`src/rtl/instr_fetch_pkg.sv`:
```
// Shared instruction-set definitions: opcode values, fetch FSM states and
// the instruction-length predicate used by memory, fetch and decode.
package instr_fetch_pkg;

  localparam int unsigned WORD_W = 16;

  typedef logic [WORD_W-1:0] word_t;

  // Opcode values that the fetch unit and decoder must agree on.
  localparam word_t OP_NOP   = 16'd0;
  localparam word_t OP_LDAC  = 16'd6;
  localparam word_t OP_STAC  = 16'd8;
  localparam word_t OP_JPNZ  = 16'd29;
  localparam word_t OP_JPPZ  = 16'd31;
  localparam word_t OP_ENDOP = 16'd43;

  typedef enum logic [2:0] {
    S_IDLE,
    S_OP_WAIT,
    S_OP_CAP,
    S_ARG_CAP,
    S_ISSUE,
    S_HALT
  } fetch_state_t;

  // Opcodes followed by an operand word; anything else, including
  // undefined encodings, occupies a single word.
  function automatic logic is_two_word(input word_t op);
    return (op == OP_LDAC) || (op == OP_STAC) ||
           (op == OP_JPNZ) || (op == OP_JPPZ);
  endfunction

endpackage

```
`src/rtl/instr_fetch.sv`:
```
// Instruction fetch unit: reads one- or two-word instructions from a
// registered-read instruction memory and presents them to the core over a
// valid/ready handshake, with branch redirect and halt on ENDOP.
module instr_fetch
  import instr_fetch_pkg::*;
#(
  parameter logic [15:0] RESET_PC = 16'd0
) (
  input  logic        clk,
  input  logic        rst,
  input  logic        start,
  output logic [15:0] im_addr,
  input  logic [15:0] im_data,
  output logic        instr_valid,
  input  logic        instr_ready,
  output logic [15:0] instr_opcode,
  output logic [15:0] instr_operand,
  output logic [15:0] instr_pc,
  input  logic        redirect_valid,
  input  logic [15:0] redirect_addr,
  output logic        halted
);

  fetch_state_t state, state_nx;
  word_t        pc, pc_nx;
  word_t        pc_plus1;
  logic         redirect_live;

  assign pc_plus1 = pc + 16'd1;

  // Redirect only matters while a fetch sequence is in progress.
  assign redirect_live = redirect_valid &&
                         (state inside {S_OP_WAIT, S_OP_CAP, S_ARG_CAP, S_ISSUE});

  // State and program-counter registers.
  always_ff @(posedge clk or posedge rst) begin
    if (rst) begin
      state <= S_IDLE;
      pc    <= RESET_PC;
    end else begin
      state <= state_nx;
      pc    <= pc_nx;
    end
  end

  // Next-state and next-pc selection; redirect overrides any handshake.
  always_comb begin
    state_nx = state;
    pc_nx    = pc;
    case (state)
      S_IDLE:    if (start) state_nx = S_OP_WAIT;
      S_OP_WAIT: state_nx = S_OP_CAP;
      S_OP_CAP:  state_nx = is_two_word(im_data) ? S_ARG_CAP : S_ISSUE;
      S_ARG_CAP: state_nx = S_ISSUE;
      S_ISSUE: begin
        if (instr_ready) begin
          if (instr_opcode == OP_ENDOP) begin
            state_nx = S_HALT;
          end else begin
            pc_nx    = pc + (is_two_word(instr_opcode) ? 16'd2 : 16'd1);
            state_nx = S_OP_WAIT;
          end
        end
      end
      S_HALT:    state_nx = S_HALT;
      default:   state_nx = S_IDLE;
    endcase
    if (redirect_live) begin
      pc_nx    = redirect_addr;
      state_nx = S_OP_WAIT;
    end
  end

  // Memory address and status outputs derived from state and pc.
  always_comb begin
    im_addr     = pc;
    instr_valid = 1'b0;
    halted      = 1'b0;
    case (state)
      S_OP_CAP, S_ARG_CAP: im_addr = pc_plus1;
      S_ISSUE:             instr_valid = 1'b1;
      S_HALT:              halted = 1'b1;
      default:             im_addr = pc;
    endcase
  end

  // Instruction capture registers; held stable throughout ISSUE.
  always_ff @(posedge clk or posedge rst) begin
    if (rst) begin
      instr_opcode  <= '0;
      instr_operand <= '0;
      instr_pc      <= '0;
    end else begin
      if (state == S_OP_CAP) begin
        instr_opcode <= im_data;
        instr_pc     <= pc;
        if (!is_two_word(im_data)) instr_operand <= '0;
      end
      if (state == S_ARG_CAP) instr_operand <= im_data;
    end
  end

endmodule

```
`config.mk`:
```
export PLATFORM = sky130hd
export DESIGN_NAME = instr_fetch
export DESIGN_NICKNAME = d
export VERILOG_FILES = /design/src/rtl/instr_fetch_pkg.sv /design/src/rtl/instr_fetch.sv
export SDC_FILE = /design/constraint.sdc
export NUM_CORES = 1
export LEC_CHECK = 0
export ABC_AREA = 0
export CAP_MARGIN = 20
export CORE_AREA = 2 2 99 101
export DETAILED_ROUTE_END_ITERATION = 8
export DIE_AREA = 0 0 101 103
export HOLD_SLACK_MARGIN = 0.02
export PLACE_DENSITY = 0.65
export SLEW_MARGIN = 20
export SYNTH_ARGS = -nofsm -noshare
export SYNTH_HDL_FRONTEND = slang
export SYNTH_SLANG_ARGS = --single-unit
```
`constraint.sdc`:
```
create_clock -name clk -period 7.5 [get_ports clk]
set_input_delay 2.25 -clock clk [delete_from_list [all_inputs] [get_ports clk]]
set_output_delay 2.25 -clock clk [all_outputs]
set_load 0.02 [all_outputs]
```
==> run summary <==
Num CTS Buffers = 9
Synthesized area = 3451 um^2
Hold_sp = instr_pc[0]
WP data required = 5250 ps
PwrDens = 441.6 nW/um^2
WP data arrival = 2490 ps
Largest net degree at the start of global routing = 68
Syn-to-layout area delta = 37.24%
Wire per inst = 17.31 um
Worst r2r src = instr_opcode[10]
Number of max-cap violations = 0
Pre-CTS setup slack = 2894 ps
CTS tree = done
Antenna cells = 0
Pins over their slew limit = 0
Top cell type's share of synthesized area = 48.59%
Number of port buffers = 102
VDD IR max = 0.2134 mV
Final Net Count = 450
Skew final = 10.93 ps
Slowest stage delay, CP = 630 ps
GRT Total Usage = 18.39%
Core Util, Final = 50.07%
Startpoint types = register
Max Root-Sink Buffers = 2
Worst Path Class, Setup = register to output pin
Via count = 2924
Syn Nets = 355
Fin crit period = 4741 ps
Ports = 103
Worst skew pair latency = 340 ps
FMAX = 0.2109 GHz
Core Rows = 36
Critical Path, Cell by Cell = and4b_1, nand3_1, nor2_1, xor2_1, clkdlybuf4s50_1
Critical Path End Type = output pin
Die Y = 103 um
Tightest Pin Transition = 1019 ps
Antenna violations before repair = 0
Clock net sink count = 67
Routability cong. = 0.7776
Vias in the first global route = 2891
Cell variety after synth = 46
Remaining DRCs = 0
Status = complete, no violations
Period utilisation layout = 63.21%
Chip width = 101 um
Initial DRC Count = 93
Overall Power = 2.091 mW
Resized cells post-CTS = 0
Slowest stage cell, crit path = clkdlybuf4s50_1
Global route overflow = 0
Fraction of layout cells with a size suffix above 1 = 12.80%
Asr flop ratio synth = 100.0%
Initial core utilization = 36.48%
Yosys Warn Count = 0
Count of final setup violators = 0
Synth Register Bits = 67
Core outline area = 9459 um^2
EDFF count, synth = 0
Register area share after synthesis = 48.59%
Worst-path clk slew = 70 ps
Slew HR = 31.95%
RSZ-0062 raised after global routing = no
Avg Cell Area, Syn = 10.99 um^2
Post-CTS Hold Fix Bufs = 0
Final WS setup = 2759 ps
Post-synth top area cell = dfrtp_1
Min-delay worst type = register to register
Global-route wire length before repair = 14.84 mm
H-tree levels = 3
Hpwl dp = 6.334 mm
Postcts setup bufs = 0
First-pass DRT Iterations = 4
Die area = 10400 um^2
ANT nets after route = 0
Pleak = 1.848 nW
Synthesized netlist cell count = 314
CP Max Fanout = 10
Via density = 5.538
Final-report hold violation count = 0
Ys flop type = dfrtp_1
Root Buffer Master = clkbuf_8
Area contributors post-synth = dfrtp_1 49%, mux2_2 8.8%, a22o_1 4.1%
Critical path origin = state[1]
Wirelength, routed = 9.140 mm
Setup TNS Final = 0 ps
[flip-flops by register name, summed over array words and instances (netlist names)]
name and cells:
instr_opcode 16, instr_operand 16, instr_pc 16, pc 16, state 3
[final cells by class]
cell class,instances,area [um^2]
clock buffer,11,151.4
clock inverter,5,36.28
fill,872,4723
inverter,6,22.52
multi-input combinational,221,1670
sequential,67,1677
tap,114,142.6
timing repair buffer,104,1036
[kinds of logic (layout without fill, tap and decap cells)]
group	after synthesis	after routing	share of synthesized area (%)
AO/OA/AOI/OAI	63	63	13.60
XOR/XNOR	15	15	3.807
adder cells (fa/ha/maj)	4	4	1.668
buffers and inverters	26	126	3.372
flip-flops	67	67	48.59
multiplexers	33	33	10.77
AND/OR/NAND/NOR	106	106	18.20
[final timing paths]
| kind | end | slack, ps | cells past startpoint |
|---|---|---|---|
| setup / recovery | im_addr[15] | 2760 | 5 |
| setup reg to reg | pc[15] | 4470 | 8 |
| hold / removal | instr_pc[0] | 490 | 1 |
| max in group asynchronous | state[1] | 4480 | 3 |
| hold reg to reg | instr_pc[0] | 490 | 1 |
| min in group asynchronous | instr_opcode[3] | 2490 | 3 |
[per-layer routing]
metal | global-route usage [%] | wire (um)
met2 | 30.46 | 4389
met3 | 5.220 | 581
met5 | 0 | 0
met1 | 24.11 | 4091
met4 | 4.158 | 76
[cell usage in the layout, fill, tap and decap left out, drive strengths merged, types with 4 or more instances in the layout]
| master | n |
|---|---|
| xnor2 | 6 |
| nor3 | 6 |
| and2 | 4 |
| nand4 | 10 |
| and3 | 4 |
| nand2 | 10 |
| a22o | 16 |
| or3 | 5 |
| dfrtp | 67 |
| a31oi | 13 |
| o21ai | 10 |
| or4 | 10 |
| inv | 7 |
| nor2b | 4 |
| nand3 | 10 |
| o31ai | 9 |
| and4 | 4 |
| xor2 | 9 |
| nor2 | 26 |
| clkdlybuf4s50 | 102 |
| clkbuf | 11 |
| mux2 | 33 |
| nor4 | 5 |
[where the power goes]
| part | total [mW] | internal, mW | switching, mW |
|---|---|---|---|
| clock network | 0.283 | 0.138 | 0.144 |
| logic | 1.08 | 0.548 | 0.531 |
| registers | 0.729 | 0.533 | 0.196 |
[cells in the mapped netlist (2+ instances only)]
cell      instances
dfrtp_1          67
mux2_2           27
nor2_1           26
a22o_1           16
a31oi_1          13
clkbuf_1         11
nand2_1          10
nand3_1          10
o21ai_0          10
or4_1            10
o31ai_1           9
xor2_1            9
nand4_1           8
buf_2             6
inv_1             6
mux2_1            6
nor3_1            6
xnor2_1           6
nor4_1            5
or3_1             5
and2_1            4
and3_1            4
and4_1            4
nor2b_1           4
a21oi_1           3
buf_4             3
ha_1              3
nor4bb_1          3
a41oi_1           2
o22ai_1           2
[stage by stage]
step           hold slack (ps)  std cells  cell area (um^2)
6_report                 490.9        528              4736
5_1_grt                  527.0        528              4736
4_1_cts                  499.7        528              4731
3_5_place_dp             481.9        512              4543
3_3_place_gp             478.8        512              4543
2_1_floorplan            536.4        314              3451
[worst max-delay path, delay by kind of cell, from the launching register on]
family,cells,cell delay (ps)
xor gates and xnor gates,1,200
buffers and inverters,1,630
DFF,1,530
and+or+nand+nor,3,800
No activity file was read; power rests on OpenSTA's default activity.
